File: src/rtl/multiport_regfile_pkg.sv
// rtl/multiport_regfile_pkg.sv - shared defaults and state type for the multi-port register file
package multiport_regfile_pkg;

  localparam int REG_DATA_WIDTH = 32;
  localparam int REG_SIZE       = 32;
  localparam int RF_NRD         = 2;
  localparam int RF_NWR         = 2;

  typedef enum logic {
    ST_CLEAR,
    ST_READY
  } rf_state_e;

endpackage

File: src/rtl/multiport_regfile_if.sv
// rtl/multiport_regfile_if.sv - read/write/issue bundle between ID stage and register file
interface multiport_regfile_if
  import multiport_regfile_pkg::*;
#(
  parameter int XLEN  = REG_DATA_WIDTH,
  parameter int NREGS = REG_SIZE,
  parameter int NRD   = RF_NRD,
  parameter int NWR   = RF_NWR
) ();
  localparam int AW = $clog2(NREGS);

  logic                ready;
  logic [NRD*AW-1:0]   rd_addr;
  logic [NRD*XLEN-1:0] rd_data;
  logic [NRD-1:0]      rd_busy;
  logic [NWR-1:0]      wr_en;
  logic [NWR*AW-1:0]   wr_addr;
  logic [NWR*XLEN-1:0] wr_data;
  logic                iss_valid;
  logic [AW-1:0]       iss_rd;
  logic                flush;

  modport master (
    input  ready, rd_data, rd_busy,
    output rd_addr, wr_en, wr_addr, wr_data, iss_valid, iss_rd, flush
  );

  modport slave (
    output ready, rd_data, rd_busy,
    input  rd_addr, wr_en, wr_addr, wr_data, iss_valid, iss_rd, flush
  );

endinterface

File: src/rtl/multiport_regfile_scoreboard.sv
// rtl/multiport_regfile_scoreboard.sv - pending-producer bits per register and rd_busy generation
module regfile_scoreboard #(
  parameter int  NREGS  = 32,
  parameter int  NRD    = 2,
  parameter int  NWR    = 2,
  parameter bit  BYPASS = 1'b1,
  localparam int AW     = $clog2(NREGS)
) (
  input  logic              clk,
  input  logic              rst,
  input  logic              en,
  input  logic [NWR-1:0]    wr_en,
  input  logic [NWR*AW-1:0] wr_addr,
  input  logic              iss_valid,
  input  logic [AW-1:0]     iss_rd,
  input  logic              flush,
  input  logic [NRD*AW-1:0] rd_addr,
  output logic [NRD-1:0]    rd_busy
);

  logic [NREGS-1:0] pending;
  logic [NREGS-1:0] pending_d;
  logic [AW-1:0]    ra;
  logic             hit;

  // wr_en arrives pre-qualified (ready and addr != 0); a new producer overrides a retiring one
  always_comb begin
    pending_d = flush ? '0 : pending;
    for (int p = 0; p < NWR; p++) begin
      if (wr_en[p]) pending_d[wr_addr[p*AW +: AW]] = 1'b0;
    end
    if (iss_valid && (iss_rd != '0)) pending_d[iss_rd] = 1'b1;
    pending_d[0] = 1'b0;
  end

  always_ff @(posedge clk) begin
    if (rst) begin
      pending <= '0;
    end else if (en) begin
      pending <= pending_d;
    end
  end

  always_comb begin
    rd_busy = '0;
    ra      = '0;
    hit     = 1'b0;
    for (int i = 0; i < NRD; i++) begin
      ra  = rd_addr[i*AW +: AW];
      hit = 1'b0;
      for (int p = 0; p < NWR; p++) begin
        if (wr_en[p] && (wr_addr[p*AW +: AW] == ra)) hit = 1'b1;
      end
      rd_busy[i] = en && (ra != '0) && pending[ra] && !(BYPASS && hit);
    end
  end

endmodule

File: src/rtl/multiport_regfile.sv
// rtl/multiport_regfile.sv - NRD-read/NWR-write register file with bypass, clear sweep and scoreboard
module multiport_regfile
  import multiport_regfile_pkg::*;
#(
  parameter int XLEN   = REG_DATA_WIDTH,
  parameter int NREGS  = REG_SIZE,
  parameter int NRD    = RF_NRD,
  parameter int NWR    = RF_NWR,
  parameter bit BYPASS = 1'b1
) (
  input logic                clk,
  input logic                rst,
  multiport_regfile_if.slave bus
);
  localparam int AW = $clog2(NREGS);

  rf_state_e           state_q;
  rf_state_e           state_d;
  logic [AW-1:0]       sweep_cnt;
  logic                ready;
  logic [NWR-1:0]      wr_act;
  logic [XLEN-1:0]     mem [NREGS];
  logic [NRD*XLEN-1:0] rd_data;
  logic [AW-1:0]       ra;
  logic [XLEN-1:0]     word;

  always_ff @(posedge clk) begin
    if (rst) begin
      state_q <= ST_CLEAR;
    end else begin
      state_q <= state_d;
    end
  end

  always_ff @(posedge clk) begin
    if (rst) begin
      sweep_cnt <= '0;
    end else if (state_q == ST_CLEAR) begin
      sweep_cnt <= sweep_cnt + 1'b1;
    end
  end

  always_comb begin
    state_d = state_q;
    if ((state_q == ST_CLEAR) && (sweep_cnt == AW'(NREGS - 1))) state_d = ST_READY;
  end

  assign ready = (state_q == ST_READY);

  always_comb begin
    wr_act = '0;
    for (int p = 0; p < NWR; p++) begin
      wr_act[p] = ready && bus.wr_en[p] && (bus.wr_addr[p*AW +: AW] != '0);
    end
  end

  // Later ports are applied last so the highest index wins on a shared address
  always_ff @(posedge clk) begin
    if (!rst) begin
      if (state_q == ST_CLEAR) begin
        mem[sweep_cnt] <= '0;
      end else begin
        for (int p = 0; p < NWR; p++) begin
          if (wr_act[p]) mem[bus.wr_addr[p*AW +: AW]] <= bus.wr_data[p*XLEN +: XLEN];
        end
      end
    end
  end

  always_comb begin
    rd_data = '0;
    ra      = '0;
    word    = '0;
    for (int i = 0; i < NRD; i++) begin
      ra   = bus.rd_addr[i*AW +: AW];
      word = mem[ra];
      if (BYPASS) begin
        for (int p = 0; p < NWR; p++) begin
          if (wr_act[p] && (bus.wr_addr[p*AW +: AW] == ra)) word = bus.wr_data[p*XLEN +: XLEN];
        end
      end
      if (ready && (ra != '0)) rd_data[i*XLEN +: XLEN] = word;
    end
  end

  assign bus.rd_data = rd_data;
  assign bus.ready   = ready;

  regfile_scoreboard #(
    .NREGS  (NREGS),
    .NRD    (NRD),
    .NWR    (NWR),
    .BYPASS (BYPASS)
  ) u_scoreboard (
    .clk       (clk),
    .rst       (rst),
    .en        (ready),
    .wr_en     (wr_act),
    .wr_addr   (bus.wr_addr),
    .iss_valid (bus.iss_valid),
    .iss_rd    (bus.iss_rd),
    .flush     (bus.flush),
    .rd_addr   (bus.rd_addr),
    .rd_busy   (bus.rd_busy)
  );

endmodule

File: src/flat_wrapper.sv
// flat-port wrapper written by rule: the top's interface ports become plain ports
module multiport_regfile_flat import multiport_regfile_pkg::*;
#(
  parameter int XLEN   = REG_DATA_WIDTH,
  parameter int NREGS  = REG_SIZE,
  parameter int NRD    = RF_NRD,
  parameter int NWR    = RF_NWR,
  parameter bit BYPASS = 1'b1
)
  (clk, rst, bus_ready, bus_rd_data, bus_rd_busy, bus_rd_addr, bus_wr_en, bus_wr_addr, bus_wr_data, bus_iss_valid, bus_iss_rd, bus_flush);
  multiport_regfile_if #(.XLEN(XLEN), .NREGS(NREGS), .NRD(NRD), .NWR(NWR)) bus_i ();
  input logic clk;
  input logic rst;
  output wire logic [$bits(bus_i.ready)-1:0] bus_ready;
  output wire logic [$bits(bus_i.rd_data)-1:0] bus_rd_data;
  output wire logic [$bits(bus_i.rd_busy)-1:0] bus_rd_busy;
  input wire logic [$bits(bus_i.rd_addr)-1:0] bus_rd_addr;
  input wire logic [$bits(bus_i.wr_en)-1:0] bus_wr_en;
  input wire logic [$bits(bus_i.wr_addr)-1:0] bus_wr_addr;
  input wire logic [$bits(bus_i.wr_data)-1:0] bus_wr_data;
  input wire logic [$bits(bus_i.iss_valid)-1:0] bus_iss_valid;
  input wire logic [$bits(bus_i.iss_rd)-1:0] bus_iss_rd;
  input wire logic [$bits(bus_i.flush)-1:0] bus_flush;
  assign bus_ready = bus_i.ready;
  assign bus_rd_data = bus_i.rd_data;
  assign bus_rd_busy = bus_i.rd_busy;
  assign bus_i.rd_addr = bus_rd_addr;
  assign bus_i.wr_en = bus_wr_en;
  assign bus_i.wr_addr = bus_wr_addr;
  assign bus_i.wr_data = bus_wr_data;
  assign bus_i.iss_valid = bus_iss_valid;
  assign bus_i.iss_rd = bus_iss_rd;
  assign bus_i.flush = bus_flush;
  multiport_regfile #(.XLEN(XLEN), .NREGS(NREGS), .NRD(NRD), .NWR(NWR), .BYPASS(BYPASS)) u_core (.clk(clk), .rst(rst), .bus(bus_i));
endmodule
File: config.mk
export PLATFORM = sky130hd
export DESIGN_NAME = multiport_regfile_flat
export DESIGN_NICKNAME = d
export VERILOG_FILES = /design/src/rtl/multiport_regfile_pkg.sv /design/src/rtl/multiport_regfile_if.sv /design/src/rtl/multiport_regfile_scoreboard.sv /design/src/rtl/multiport_regfile.sv /design/src/flat_wrapper.sv
export SDC_FILE = /design/constraint.sdc
export NUM_CORES = 2
export LEC_CHECK = 0
export BUFFER_PORTS_ARGS = -buffer_cell sky130_fd_sc_hd__buf_4
export CAP_MARGIN = 10
export CORE_MARGIN = 2
export CORE_UTILIZATION = 26
export CTS_CLUSTER_DIAMETER = 120
export DETAILED_ROUTE_END_ITERATION = 16
export GPL_TIMING_DRIVEN = 0
export SYNTH_ARGS = -nofsm -noshare
export SYNTH_HDL_FRONTEND = slang
export SYNTH_HIERARCHICAL = 1
export SYNTH_SLANG_ARGS = --single-unit
File: constraint.sdc
create_clock -name clk -period 5.6 [get_ports clk]
set_clock_uncertainty 0.15 [all_clocks]
set_input_delay 0 -clock clk [delete_from_list [all_inputs] [get_ports clk]]
set_output_delay 0 -clock clk [all_outputs]
set_load 0.005 [all_outputs]
==> metrics.txt <==
DRC 0; WL per Instance 31.3 µm; period utilization 1.01; kind of critical path reg2out; vias in the first global route 53,900; Synth Area in Adders 0.000396; worst r2r src u_core/bus.ready; CTS Root Cell clkbuf_16; cell taking the most area after synthesis edfxtp_1; Fmax 0.177 GHz; reg2reg path depth 7; WL final 310,000 µm; Final GP Congestion 1.05; Mapped Area 0.0632 mm²; Critical path origin u_core/bus.ready; Core ar. 0.243 mm²; Compound-Gate Fraction of Synth Area 0.162; Die H 497 µm; PwrDens 251 mW/mm²; Critical-path top delay cell dfxtp_1; asr flop ratio synth 0; Final Hold Vio Count 0; worst reg2reg setup slack 480 ps; dpl ws 340 ps; RSZ-0062 raised after global routing no; Critical Path AT 5510 ps; DRT antenna net count 0; Final setup violation count 4; Horiz. Die Dim 497 µm; cts bufs inserted 119; worst skew pair latency 790 ps; Yosys warnings 6; syn nets 6,274; H-tree depth 3; io pins 162; Req. time, crit path 5450 ps; largest cells by area after synthesis edfxtp_1 (49%), mux2i_1 (14%), o21ai_1 (8.0%); Fillers 24,700; critical-path cell list o211a_1, nand4_1, nor3_2, nand3b_1, clkbuf_1, o31ai_1, buf_4; leakage 25.9 nW; sequential share of the synthesized area 0.498; Cell variety after synth 69; Hold Startpoint bus_wr_addr[2]; total number of vias 56,500; Synth top cells by count nand2_1 (1,128), edfxtp_1 (1,024), o21ai_1 (1,011), mux2i_1 (889), clkbuf_1 (358); final slew viol count 0; hold crit path type in2reg; gr usage total 0.241; Design Power 18.8 mW; Reg-to-Reg End u_core/mem[4][4]; xor/xnor share of the synthesized area 0.00595; Layout Nets 6,704; failing checks max-capacitance violations, negative setup slack; first-pass GRT wire length 423,000 µm; Max Root-Sink Buffers 3; drt via density 5.70; # Post-CTS Setup Buffers 0; Worst-Margin Slew 1480 ps; area share of and/or/nand/nor cells after synthesis 0.107; post-synth top area share 0.486; multi-input combinational cell area 0.0287 mm²; # clock sinks 1,061; P&R area growth vs syn 18.3%; max_cap viols 1; Port Buf Inserts 120; PnR worst setup slack -59.3 ps; share of cells above drive strength 1 0.131; Worst VDD drop 262 µV; Reg clk slew, reported paths 70 ps; Worst Path Max Fanout 14; FF/Latch Area 0.0315 mm²; Syn Inst Count 6,177; Final Critical Period 5660 ps; Die Area 0.247 mm²; crit path capture type primary output; synthesized area per cell 10.2 µm²; gr ovfl total 0; TritonCTS clock tree yes; initial antenna violation count 30; Max-slew headroom 0.00926; crit path to bus_rd_data[22]; register bit count reported by yosys 1,061; largest net degree at the start of global routing 25; num rows 181; worst hold slack 23.8 ps; EDFF count, synth 1,024; Critical Path Start Type register; largest family of logic cells by synthesized area multiplexers; initial core utilization 0.261; 1st-iter DRT viols 7,847; TritonRoute pass-1 iters 9; post-synthesis mux area share 0.171; count leader, synth nand2_1; status finished, violations left; Largest stage delay, worst path 980 ps; ys flop type edfxtp_1; post-detail-place hpwl 243,000 µm
-- layout by cell type, fill, tap and decap left out, types with 27 or more instances in the layout --
cell and instances:
mux4_2 81, and3_1 67, or4_1 63, dfxtp_1 37, mux2i_1 889, a21oi_1 35, a31oi_1 68, o31ai_1 56
o21ai_0 81, buf_4 161, xor2_1 27, nor2_1 123, clkbuf_1 374, buf_12 33, clkbuf_16 119, dlygate4sd3_1 143
clkbuf_2 31, o22ai_1 280, a221oi_1 66, nand2_1 1128, inv_2 33, buf_1 34, o22ai_4 31, a22oi_1 127
o21ai_1 1008, edfxtp_1 1024, buf_2 246
-- cell type report --
class | count | area share
Sequential cell | 1061 | 0.421
Multi-Input combinational cell | 4347 | 0.383
Tap cell | 3202 | 0.0535
Buffer | 727 | 0.0453
Timing Repair Buffer | 309 | 0.0415
Clock buffer | 135 | 0.0406
Clock inverter | 86 | 0.0128
Inverter | 42 | 0.00211
Antenna cell | 6 | 0.000201
-- through the flow --
stage / cells / TNS, ps / instance area [µm²] / util
6_report: 9915 / -154 / 74800 / 0.309
5_1_grt: 9911 / 0 / 74800 / 0.309
4_1_cts: 9901 / 0 / 74700 / 0.308
3_5_place_dp: 9538 / 0 / 69300 / 0.286
3_3_place_gp: 9499 / -1373160 / 68200 / 0.281
2_1_floorplan: 6177 / 0 / 63200 / -
-- cell families (layout without fill, tap and decap cells) --
logic type | after synthesis | count (layout)
compound gates | 1782 | 1782
simple gates | 1545 | 1545
flops | 1061 | 1061
mux | 975 | 975
buf+inv | 769 | 1299
xor+xnor | 43 | 43
fa+ha+maj | 2 | 2
other cells | 0 | 6
-- worst min-delay path by stage --
stage	cells after the start	slack [ps]	to
after CTS	4	6	u_core/mem[3][23]
final	4	20	u_core/mem[23][30]
after global routing	4	50	u_core/mem[23][30]
after floorplan	1	-80	u_core/u_scoreboard/pending[17]
after detailed placement	2	110	u_core/u_scoreboard/pending[17]
after global placement	2	110	u_core/u_scoreboard/pending[17]
-- report_power, final --
group / leakage, nW / switching (mW) / internal (mW)
Sequential: 8.30 / 0.0318 / 8.63
Clock: 1.93 / 3.58 / 4.65
Combinational: 15.6 / 1.30 / 0.588
-- layer usage --
metal / wire (µm) / global-route usage
met2: 137000 / 0.377
met3: 33400 / 0.0548
met1: 118000 / 0.302
met5: 54 / 0
met4: 21500 / 0.146
-- critical path: cells and delay by family (launching register included) --
kind            cells  cell delay (ps)
simple gates        3             1470
buf+inv             2             1250
flops               1              980
compound gates      2              990
-- sequential cells by signal, summed over array words and instances (netlist names) --
signal	cells
u_core/bus.ready	1
u_core/mem	1024
u_core/sweep_cnt	5
u_core/u_scoreboard/pending	31
-- what timing repair did --
item | CTS | global route
resized for setup | 0 | 0
endpoints found under the hold margin | 1017 | 18
hold buffers | 142 | 1
No activity file was read; power rests on OpenSTA's default activity.
